[src/rtl/stopwatch_ctrl.sv]
// Stopwatch sequencer: drives the 10 ms tick generator and keeps a BCD mm:ss:cc count.
// Optional lap capture is compiled in with `define STOPWATCH_LAP_EN.
module stopwatch_ctrl #(
  parameter int MIN_MAX = 59
) (
  input  logic        iCLK,
  input  logic        iRESET,
  input  logic        iSTART,
  input  logic        iSTOP,
  input  logic        iCLEAR,
  input  logic        iLAP,
  input  logic        iGEN_10MS,
  output logic        oCK_RUN,
  output logic        oCK_RST,
  output logic [7:0]  oCS,
  output logic [7:0]  oSEC,
  output logic [7:0]  oMIN,
  output logic [23:0] oLAP,
  output logic        oLAP_VLD,
  output logic        oRUNNING,
  output logic        oOVF
);

  // state | meaning
  // IDLE  | generator held in reset, counts cleared
  // RUN   | generator running, ticks accepted
  // PAUSE | generator halted with prescaler phase kept, ticks discarded
  typedef enum logic [1:0] {
    S_IDLE  = 2'd0,
    S_RUN   = 2'd1,
    S_PAUSE = 2'd2
  } state_t;

  localparam logic [7:0] MIN_LAST = 8'(((MIN_MAX / 10) * 16) + (MIN_MAX % 10));

  state_t     state_q, state_d;
  logic [7:0] cs_q, cs_d;
  logic [7:0] sec_q, sec_d;
  logic [7:0] min_q, min_d;
  logic       ovf_q, ovf_d;
  logic       tick_acc;

  function automatic logic [7:0] bcd_inc(input logic [7:0] v);
    logic [7:0] r;
    if (v[3:0] == 4'd9) r = {v[7:4] + 4'd1, 4'd0};
    else                r = {v[7:4], v[3:0] + 4'd1};
    return r;
  endfunction

  assign tick_acc = iGEN_10MS && (state_q == S_RUN);

  always_comb begin
    cs_d  = cs_q;
    sec_d = sec_q;
    min_d = min_q;
    ovf_d = 1'b0;
    if (tick_acc) begin
      if (cs_q == 8'h99) begin
        cs_d = 8'h00;
        if (sec_q == 8'h59) begin
          sec_d = 8'h00;
          if (min_q == MIN_LAST) begin
            min_d = 8'h00;
            ovf_d = 1'b1;
          end else begin
            min_d = bcd_inc(min_q);
          end
        end else begin
          sec_d = bcd_inc(sec_q);
        end
      end else begin
        cs_d = bcd_inc(cs_q);
      end
    end
  end

  // Stop has priority in RUN so a simultaneous start/stop always pauses.
  always_comb begin
    state_d = state_q;
    case (state_q)
      S_RUN:   if (iSTOP) state_d = S_PAUSE;
      S_IDLE,
      S_PAUSE: if (iSTART) state_d = S_RUN;
      default: state_d = S_IDLE;
    endcase
  end

  always_ff @(posedge iCLK) begin
    if (iRESET || iCLEAR) begin
      state_q <= S_IDLE;
      cs_q    <= 8'h00;
      sec_q   <= 8'h00;
      min_q   <= 8'h00;
      ovf_q   <= 1'b0;
    end else begin
      state_q <= state_d;
      cs_q    <= cs_d;
      sec_q   <= sec_d;
      min_q   <= min_d;
      ovf_q   <= ovf_d;
    end
  end

  assign oCK_RUN  = (state_q == S_RUN);
  assign oCK_RST  = (state_q == S_IDLE);
  assign oRUNNING = oCK_RUN;
  assign oCS      = cs_q;
  assign oSEC     = sec_q;
  assign oMIN     = min_q;
  assign oOVF     = ovf_q;

`ifdef STOPWATCH_LAP_EN
  logic [23:0] lap_q;
  logic        lap_vld_q;

  // Capture uses the pre-increment registers, so a coincident tick is not seen.
  always_ff @(posedge iCLK) begin
    if (iRESET || iCLEAR) begin
      lap_q     <= 24'h0;
      lap_vld_q <= 1'b0;
    end else if (iLAP && (state_q != S_IDLE)) begin
      lap_q     <= {min_q, sec_q, cs_q};
      lap_vld_q <= 1'b1;
    end
  end

  assign oLAP     = lap_q;
  assign oLAP_VLD = lap_vld_q;
`else
  logic unused_lap;
  assign unused_lap = iLAP;
  assign oLAP       = 24'h0;
  assign oLAP_VLD   = 1'b0;
`endif

endmodule

[config.mk]
export PLATFORM = sky130hd
export DESIGN_NAME = stopwatch_ctrl
export DESIGN_NICKNAME = d
export VERILOG_FILES = /design/src/rtl/stopwatch_ctrl.sv
export SDC_FILE = /design/constraint.sdc
export NUM_CORES = 1
export LEC_CHECK = 0
export ABC_AREA = 0
export CAP_MARGIN = 40
export CORE_UTILIZATION = 25
export CTS_CLUSTER_SIZE = 14
export DETAILED_ROUTE_END_ITERATION = 10
export SYNTH_ARGS = -nofsm -noshare
export SYNTH_HDL_FRONTEND = slang
export SYNTH_SLANG_ARGS = --single-unit
[constraint.sdc]
create_clock -name iCLK -period 2.65 [get_ports iCLK]
set_input_delay 0.3975 -clock iCLK [delete_from_list [all_inputs] [get_ports iCLK]]
set_output_delay 0.3975 -clock iCLK [all_outputs]
set_load 0.005 [all_outputs]
# After elaboration in Yosys (flattened, before gate mapping)
# Cells that the tools add are included.
word_totals:
  word_cells: 51
  inputBits: 7
  reg_bits: 27
op_classes:
  mux: 10
  n_eq_ne: 10
  n_addsub: 6
  bitwise_logic: 3
  n_reduce_logical: 14
ops:
  columns: ["cell", "n"]
  rows:
  - ["two-way mux 8 bit", 6]
  - ["adder 4 x 1 -> 4 bit (second input constant)", 6]
  - ["equality test 8 x 7 -> 1 bit (second input constant)", 2]
  - ["equality test 4 bit (second input constant)", 3]
  - ["equality test 8 bit (second input constant)", 1]
  - ["AND reduction 2 bit", 3]
  - ["AND reduction 3 bit", 2]
  - ["nonzero test 2 bit", 3]
  - ["two-way mux 2 bit", 2]
  - ["inequality test 2 bit (second input constant)", 2]
  - ["one-hot mux 2 bit (2 select lines)", 1]
  - ["AND reduction 4 bit", 1]
  - ["OR reduction 4 bit", 1]
  - ["inverter 1 bit", 3]
  - ["equality test 2 x 1 -> 1 bit (second input constant)", 1]
  - ["equality test 2 bit (second input constant)", 1]
  - ["zero test 2 bit", 1]
  - ["OR reduction 2 bit", 1]
  - ["logical AND 1 bit", 1]
  - ["logical OR 1 bit", 1]
  - ["two-way mux 1 bit", 1]

# Longest topological paths before layout
# Gate-level depths: netlist of run 1.
depth:
  ltp_word: 4
  ltp_mapped: 8
  depth_no_buf: 6

# Worst setup path before layout of run 1
# No wires, ideal clock.
synth_path:
  path_kind: "reg-to-reg"
  from: "reg cs_q[0] (netlist: oCS[0])"
  to: "reg min_q[5] (netlist: oMIN[5])"
  setup_slack_ps: 531
  required_ps: 2580
  stages_incl_launch_ff: 7
  arrival_ps: 2049
  synth_period_minus_slack_ps: 2119
  n_path_buf: 1
  setup_time_ps: 70
  path_cell_list: "dfxtp_1 ha_1 nand4b_4 or4_4 buf_6 or4_1 a21oi_1"
synth_via:
  elab_chain_cells: 2
synth_lines:
  columns: ["element", "line_no", "text"]
  rows:
  - ["start: declaration", "37", "logic [7:0] cs_q, cs_d;"]
  - ["start signal: assignment", "97", "cs_q <= cs_d;"]
  - ["equality test 8 bit", "58", "if (cs_q == 8'h99) begin"]
  - ["AND reduction 4 bit (no source line)", null, null]
  - ["end signal: assignment", "99", "min_q <= min_d;"]
  - ["end: declaration", "39", "logic [7:0] min_q, min_d;"]
# No other way between the ends.
# A chain may end at the register's enable or synchronous reset.

# Final worst setup path of run 1
layout_path:
  from: "in iGEN_10MS"
  to: "reg min_q[1] (netlist: oMIN[1])"
layout_via:
  elab_chain_cells: 2
layout_lines:
  columns: ["element", "line_no", "text"]
  rows:
  - ["start: declaration", "12", "input logic iGEN_10MS,"]
  - ["logical AND 1 bit", "50", "assign tick_acc = iGEN_10MS && (state_q == S_RUN);"]
  - ["AND reduction 3 bit (no source line)", null, null]
# No other way between the ends.

==> metrics list, run 1 <==
- Global-route usage over all layers: approximately a tenth
- Number of fill cells: 650
- Sequential fraction of the synthesis area: about a third
- Sum of negative setup slack: 0 ps
* Largest net degree at the start of global routing: 24
- Of the total power, the share spent switching nets is 23.3%.
* Largest buffer count on any clock path: 2
- Synthesis produced a netlist whose cell count is 191.
* Met3 wirelength from detailed routing: about 200 microns
- Clock buffer count from CTS: 3
- Power Density: roughly 350 nW/um^2
* Wirelength, routed: between 3 and 4 mm
- Buffers on Ports: 33
- Summed over all nets, the half-perimeter wirelength after detailed placement is approximately 2.3 mm.
- Type of origin of the critical path: input pin
- Largest stage delay, worst path: 650 ps
* Cell leakage power: 0.000745 uW
- Violation count after the first detailed-route iteration: 37
- The number of hold buffers added after CTS was 0.
* Worst Clk Skew: 4.16 ps
* Highest routed metal layer: met4
* Sort of element at the end of the critical path: flip-flop
* Placeable Area: 6100 sq um
- In this run the mean area of a mapped cell was 8.48 sq um.
- Remaining Overflow, GRT: 0
* Fraction of layout instances using a drive strength above 1: between 5 and 6%
* Endpoint arrival time on the critical path: ~2400 ps
* Synthesis-to-finish area growth: 21.3%
- Time the worst path needs with I/O delays and setup: 2170 ps
- First-pass GRT wire length: just over 5 mm
- Outcome: completed
* Routed met2 length: 1.32 mm
- Count of different cell masters after synthesis: 33
- Post CTS Setup Buffer Count: 0
- At the pin with the least slew margin, the transition time is around 740 ps.
- In this run the remaining antenna-violating nets after routing total 0.
- Cell with the biggest individual delay on the critical path: sky130_fd_sc_hd__or4_4
* Post_cts resized: 0
- In this run, placement finished with an instance count of 293.
* Worst slew margin relative to its limit: roughly 50%
- Clock-pin slew was measured on the worst setup and hold paths at around 90 ps.
- Derived from the worst setup path, the maximum achievable clock frequency is about 0.46 GHz.
- At the later pin of the worst-skew pair, clock insertion delay measures about 280 ps.
- The die covers between 6000 and 7000 sq um.
- Of all nets on the critical path, the largest fanout is 23.
- The number of global-route vias before repair was about 1100.
* Warning count from the yosys run: 0
- Final standard cell count with taps included and fillers excluded: around 300
* CTS tree: built
- Gpl congestion: 0.743
- I/O pin cnt: 60
- The number of antenna diodes in the final layout is 0.
- The share of total power dissipated in the clock network is between 30% and 40%.
* Starting Density: 26.6%
- Root buf cell: sky130_fd_sc_hd__clkbuf_8
- In the finished design, the share of the clock period the worst path needs comes to approximately four fifths.
- Pre-antenna DRT Iters: 4
- In the final routed layout, each cell accounts on average for about 11 microns.
- The die is approximately 82 microns tall.
- After detailed routing, the number of remaining DRC violations is 0.
- Sequential cells account for around three fifths of the total power.
* Clock tree sinks: 27
- Combinational group share of total power: slightly above 6%
* Std-Cell Rows: 28
- The design draws approximately 690 uW.
- At the end of the flow, the number of nets in the layout was 242.
- Setup violations remaining at the end of the flow were counted as 0.
- CTS built an H-tree with a depth of 1.
* Worst EP required: 2860 ps
* Via density per instance: ~4.4
- Met1 wire length: between 1.5 and 2 mm
* Setup repair after global routing missed its margin: false
* NetSw: ~160 uW
* VDD IR max: approximately 0.20 mV
- Min-Delay Path Class: reg -> reg
- Number of antenna violations at the first check in global routing: 0
- Class of the most critical setup path: in -> reg
- Across the run, the number of max-cap violations was 0.
* Via count: between 1000 and 1500
* Critical path cell sequence: clkdlybuf4s50_1 > nand4b_4 > or4_4 > or4_1 > a21oi_1
- Internal power: about 530 uW
* Final number of max-transition violations: 0
- Chip Width: just over 80 microns
- The mapped netlist covers 1620 sq um.
* Flops & latches, synth: 27
- Final Hold Vio Count: 0
==> power groups by stage <==
stage / Combinational [uW] / Sequential, uW / Clock [uW]
2_1_floorplan: 51.7 / 417 / 0
3_3_place_gp: 42.0 / 418 / 0
3_5_place_dp: 42.5 / 418 / 0
4_1_cts: 42.5 / 409 / 252
5_1_grt: 48.6 / 409 / 259
6_report: 42.6 / 408 / 239
==> cell families (layout without fill, tap and decap cells) <==
logic type | Yosys count | count (layout) | synth area share [%]
compound gates | 30 | 30 | 10.0
flops | 27 | 27 | 33.4
fa+ha+maj | 12 | 12 | 9.27
buf+inv | 43 | 50 | 17.0
other cells | 1 | 25 | 0.232
simple gates | 70 | 70 | 25.5
xor+xnor | 5 | 5 | 2.71
mux | 3 | 3 | 1.85
==> cell usage in the layout (no fill, tap or decap), types with 2 or more instances in the layout <==
cell | Yosys | routed
sky130_fd_sc_hd__inv_1 | 10 | 10
sky130_fd_sc_hd__o21ai_0 | 9 | 9
sky130_fd_sc_hd__o31ai_1 | 2 | 2
sky130_fd_sc_hd__or4_1 | 9 | 9
sky130_fd_sc_hd__ha_1 | 12 | 12
sky130_fd_sc_hd__nand3b_1 | 3 | 3
sky130_fd_sc_hd__a211oi_1 | 2 | 2
sky130_fd_sc_hd__nand3_1 | 5 | 5
sky130_fd_sc_hd__nor2_1 | 14 | 14
sky130_fd_sc_hd__clkbuf_8 | 0 | 3
sky130_fd_sc_hd__or2_2 | 2 | 2
sky130_fd_sc_hd__conb_1 | 1 | 25
sky130_fd_sc_hd__xor2_1 | 2 | 2
sky130_fd_sc_hd__nor4_1 | 3 | 3
sky130_fd_sc_hd__and3b_1 | 4 | 4
sky130_fd_sc_hd__dfxtp_1 | 27 | 27
sky130_fd_sc_hd__buf_4 | 26 | 3
sky130_fd_sc_hd__nand2b_1 | 2 | 2
sky130_fd_sc_hd__xnor2_1 | 3 | 3
sky130_fd_sc_hd__clkdlybuf4s50_1 | 0 | 33
sky130_fd_sc_hd__a21oi_1 | 16 | 16
sky130_fd_sc_hd__or3_1 | 5 | 5
sky130_fd_sc_hd__nor3_1 | 6 | 6
sky130_fd_sc_hd__nand2_1 | 11 | 11
sky130_fd_sc_hd__mux2i_1 | 3 | 3
==> cell type report <==
| cell class | count | area [sq um] | area share (%) |
|---|---|---|---|
| flip-flops and latches | 27 | 541 | 27.5 |
| well taps | 75 | 93.8 | 4.78 |
| repair buffers | 36 | 353 | 18.0 |
| clock inverters | 1 | 5.00 | 0.255 |
| inverters | 10 | 37.5 | 1.91 |
| multi-input cells | 145 | 893 | 45.5 |
| clock buffers | 3 | 41.3 | 2.10 |
==> flip-flops by register name, summed over array words and instances, names as in the netlist <==
name / flops
state_q: 2
oMIN: 8
oOVF: 1
oSEC: 8
oCS: 8
==> routing by layer <==
metal	GRT usage [%]	vias up
met3	2.53	5
li1	-	672
met1	13.6	587
met5	0	-
met4	4.21	0
met2	14.8	39
==> final timing paths <==
path / start / to / slack [ps] / depth (start not counted)
hold reg to reg: oMIN[7]$_SDFFE_PP0P_ / oMIN[7]$_SDFFE_PP0P_ / 500 / 2
setup reg to reg: oCS[0]$_SDFFE_PP0P_ / oMIN[1]$_SDFFE_PP0P_ / 490 / 5
setup / recovery: iGEN_10MS / oMIN[1]$_SDFFE_PP0P_ / 480 / 5
hold / removal: oMIN[7]$_SDFFE_PP0P_ / oMIN[7]$_SDFFE_PP0P_ / 500 / 2
==> critical path, delay by kind of cell <==
family	cells	cell delay, ps
compound gates	1	150
buf+inv	1	530
simple gates	3	1300
==> cells in the mapped netlist, drive strengths merged <==
| cell | number | area, sq um |
|---|---|---|
| a211oi | 2 | 15.0 |
| a21oi | 16 | 80.1 |
| a22oi | 1 | 7.51 |
| and2 | 1 | 6.26 |
| and3b | 5 | 45.0 |
| buf | 29 | 223 |
| clkbuf | 4 | 15.0 |
| conb | 1 | 3.75 |
| dfxtp | 27 | 541 |
| ha | 12 | 150 |
| inv | 10 | 37.5 |
| mux2i | 3 | 30.0 |
| nand2 | 11 | 41.3 |
| nand2b | 2 | 12.5 |
| nand3 | 5 | 25.0 |
| nand3b | 3 | 22.5 |
| nand4 | 1 | 6.26 |
| nand4b | 1 | 23.8 |
| nor2 | 14 | 52.6 |
| nor2b | 1 | 6.26 |
| nor3 | 6 | 30.0 |
| nor4 | 3 | 18.8 |
| o21ai | 9 | 45.0 |
| o31ai | 2 | 15.0 |
| or2 | 2 | 12.5 |
| or3 | 5 | 31.3 |
| or4 | 10 | 78.8 |
| xnor2 | 3 | 26.3 |
| xor2 | 2 | 17.5 |
==> per-stage QoR <==
stage / utilization [%] / setup slack (ps) / cell area (sq um) / hold slack, ps
6_report: 32.2 / 477 / 1960 / 501
3_5_place_dp: 31.5 / 188 / 1920 / 489
3_3_place_gp: 31.5 / 207 / 1920 / 479
5_1_grt: 32.2 / 356 / 1960 / 527
4_1_cts: 32.2 / 470 / 1960 / 506
2_1_floorplan: - / 531 / 1710 / 468
No activity file was read; power rests on OpenSTA's default activity.
==> inputs of run 2 (changes only) <==
==> constraint.sdc (replaced) <==
create_clock -name iCLK -period 2.2 [get_ports iCLK]
set_input_delay 0.33 -clock iCLK [delete_from_list [all_inputs] [get_ports iCLK]]
set_output_delay 0.33 -clock iCLK [all_outputs]
set_load 0.005 [all_outputs]
==> metrics list, run 2 (synthesis gave the netlist of run 1 again) <==
* Final Util: 33.6%
- Violation count after the first detailed-route iteration: between 50 and 60
- TritonCTS built the clock tree.
- Via count: 1336
- Class of the most critical setup path: in -> reg
* Endpoint arrival time on the critical path: 2300 ps
- Setup repair after global routing left no endpoint under its margin.
- Largest stage delay, worst path: approximately 640 ps
* Gpl congestion: approximately 0.73
* Number of max-cap violations: 0
- Global routing consumed, on the met3 layer, 2.75% of the routing resources.
* Largest buffer count on any clock path: 2
* Wirelength, routed: approximately 3.3 mm
* Register-to-Register Setup Slack: between 100 and 150 ps
- Final-stage net count: approximately 250
- Final cycle utilization of the critical path: between 90% and 100%
- The first global-routing pass estimated around 5.3 mm of wire.
* H-tree levels: 1
- Worst EP required: approximately 2400 ps
* DRC violation count after routing: 0
* Global-route usage over all layers: 10.3%
- Family with the most delay on the worst path: simple AND/OR/NAND/NOR gates
- Worst Clk Skew: about 7.4 ps
- In this run the power density over the cells is just over 400 nW/um^2.
- Number of antenna violations at the first check in global routing: 0
- Critical path cell sequence: clkdlybuf4s50_1 > nand4b_4 > or4_4 > or4_1 > a21oi_1
- The die is roughly 82 microns wide.
- Min-Delay Path Class: reg -> reg
- Most common cell after layout, fill and taps aside: sky130_fd_sc_hd__clkdlybuf4s50_1
- Counting both buffers and inverters, the worst setup path holds a total of 1.
- Summed over all nets, the half-perimeter wirelength after detailed placement is 2.52 mm.
- Leaving out fill and tap cells, the most frequent cells in the layout are sky130_fd_sc_hd__clkdlybuf4s50_1 (33), sky130_fd_sc_hd__dfxtp_1 (27), sky130_fd_sc_hd__conb_1 (25), sky130_fd_sc_hd__a21oi_1 (16).
* Synthesis-to-finish area growth: 26.4%
- Placeable Area: approximately 6100 sq um
- After detailed placement, the total cell area comes to 2000 sq um.
- Time the worst path needs with I/O delays and setup: approximately 2100 ps
* Number of fill cells: ~670
- The number of antenna diodes in the final layout is 0.
- Final Hold Vio Count: 0
* VDD IR max: 0.218 mV
- Largest net degree at the start of global routing: 19
- Antenna viol nets, final: 0
- Setup violations remaining at the end of the flow were counted as 0.
- Clock tree synthesis found a total of 27 sinks.
* Buffers on Ports: 33
- The number of global-route vias before repair came to 1162.
* Cell leakage power: approximately 0.00080 uW
* Fraction of layout instances using a drive strength above 1: under 10%
- After clock tree synthesis, the flow added hold-fix buffers numbering 0.
- Post-CTS clock slew at the launch and capture registers of the worst setup and hold paths: 90 ps
* Achievable Freq: around 0.48 GHz
- After detailed routing, the average wire length per cell comes to about 11 microns.
* Gr busiest metal: met2
- Via density per instance: 4.34
- Type of origin of the critical path: input pin
* Clock buffer count from CTS: 3
* NetSw: 194 uW
* Clock network fraction of total power: 34.7%
* Cell with the biggest individual delay on the critical path: sky130_fd_sc_hd__or4_4
- Worst path setup slack after routing: 112 ps
- Remaining Overflow, GRT: 0
- Net switching is a little under a quarter of the power.
* Pre-antenna DRT Iters: 4
- Vertical die dimension: 82.5 microns
- I/O pin cnt: 60
- Once the floorplan was initialized, standard cells occupied around a quarter of the core.
- The tree is rooted in a sky130_fd_sc_hd__clkbuf_8.
- Once the clock tree was built, the setup fixing pass inserted 0 buffers.
* Std-Cell Rows: 28
- Internal power: roughly 640 uW
* Met1 usage in global routing: around an eighth
- Part of the total power dissipated in sequential elements: 58.8%
- Clk_lat worst skew: about 270 ps
- The run finished with clean final reports.
- Post-placement worst setup slack: -178 ps
- STA classifies the critical path endpoint as a flip-flop.
- Die Area: ~7000 sq um
- Final number of max-transition violations: 0
- With fillers left out, the area of the finished cells amounts to just over 2000 sq um.
- CP Max Fanout: 18
- Post_cts resized: 0
- Combinational group share of total power: 6.5%
- For this run, global-route usage on met2 was measured as 16.9%.
[run 2: changes by cell type in the layout (fill, tap and decap cells not counted), sizes merged]
cell,before,now
buf,3,14
clkbuf,3,4
clkinv,1,0
[run 2: path summary, 6_finish.rpt]
kind,startpoint,end,cells after the start
max,iGEN_10MS,oMIN[5]$_SDFFE_PP0P_,5
min,oMIN[3]$_SDFFE_PP0P_,oMIN[3]$_SDFFE_PP0P_,2
max reg2reg,oCS[1]$_SDFFE_PP0P_,oMIN[5]$_SDFFE_PP0P_,6
min reg2reg,oMIN[3]$_SDFFE_PP0P_,oMIN[3]$_SDFFE_PP0P_,2
[run 2: power groups by stage]
stage          Sequential (uW)  Combinational [uW]  Clock (uW)
2_1_floorplan              503                62.2           0
4_1_cts                    492                54.5         303
3_3_place_gp               503                53.7           0
3_5_place_dp               503                54.3           0
5_1_grt                    492                62.5         320
6_report                   491                54.7         290
[run 2: cell type report]
| cell class | count | area [sq um] | area share (%) |
|---|---|---|---|
| flip-flops and latches | 27 | 541 | 26.4 |
| inverters | 10 | 37.5 | 1.83 |
| multi-input cells | 145 | 893 | 43.7 |
| clock buffers | 4 | 45.0 | 2.20 |
| well taps | 75 | 93.8 | 4.59 |
| repair buffers | 47 | 435 | 21.3 |
[run 2: per-layer routing]
metal	vias up	share of wire [%]
met4	0	0.75
li1	689	-
met5	-	0
met2	38	45
met1	605	48
met3	4	6.1
[run 2: worst reg2reg max path, cell delays in order (launching register included)]
cell and delay [ps]:
sky130_fd_sc_hd__dfxtp_1 330, sky130_fd_sc_hd__inv_1 50, sky130_fd_sc_hd__ha_1 170, sky130_fd_sc_hd__nand4b_4 110
sky130_fd_sc_hd__or4_4 640, sky130_fd_sc_hd__or4_1 540, sky130_fd_sc_hd__a21oi_1 140
[run 2: through the flow]
| step | total power, uW | hold slack (ps) | cells | setup TNS (ps) |
|---|---|---|---|---|
| floorplan | 565 | 468 | 215 | 0 |
| global placement | 556 | 479 | 304 | -1410 |
| detailed placement | 557 | 492 | 304 | -1790 |
| CTS | 849 | 508 | 308 | 0 |
| global route | 874 | 528 | 308 | 0 |
| finish | 836 | 499 | 308 | 0 |
==> inputs of run 3 (changes only) <==
--- a/config.mk
+++ b/config.mk
@@ -6,7 +6,6 @@
 export NUM_CORES = 1
 export LEC_CHECK = 0
 export ABC_AREA = 0
-export CAP_MARGIN = 40
 export CORE_UTILIZATION = 25
 export CTS_CLUSTER_SIZE = 14
 export DETAILED_ROUTE_END_ITERATION = 10
==> results of run 3 <==
No change in the layout: final DEF, timing and power equal those of run 2.
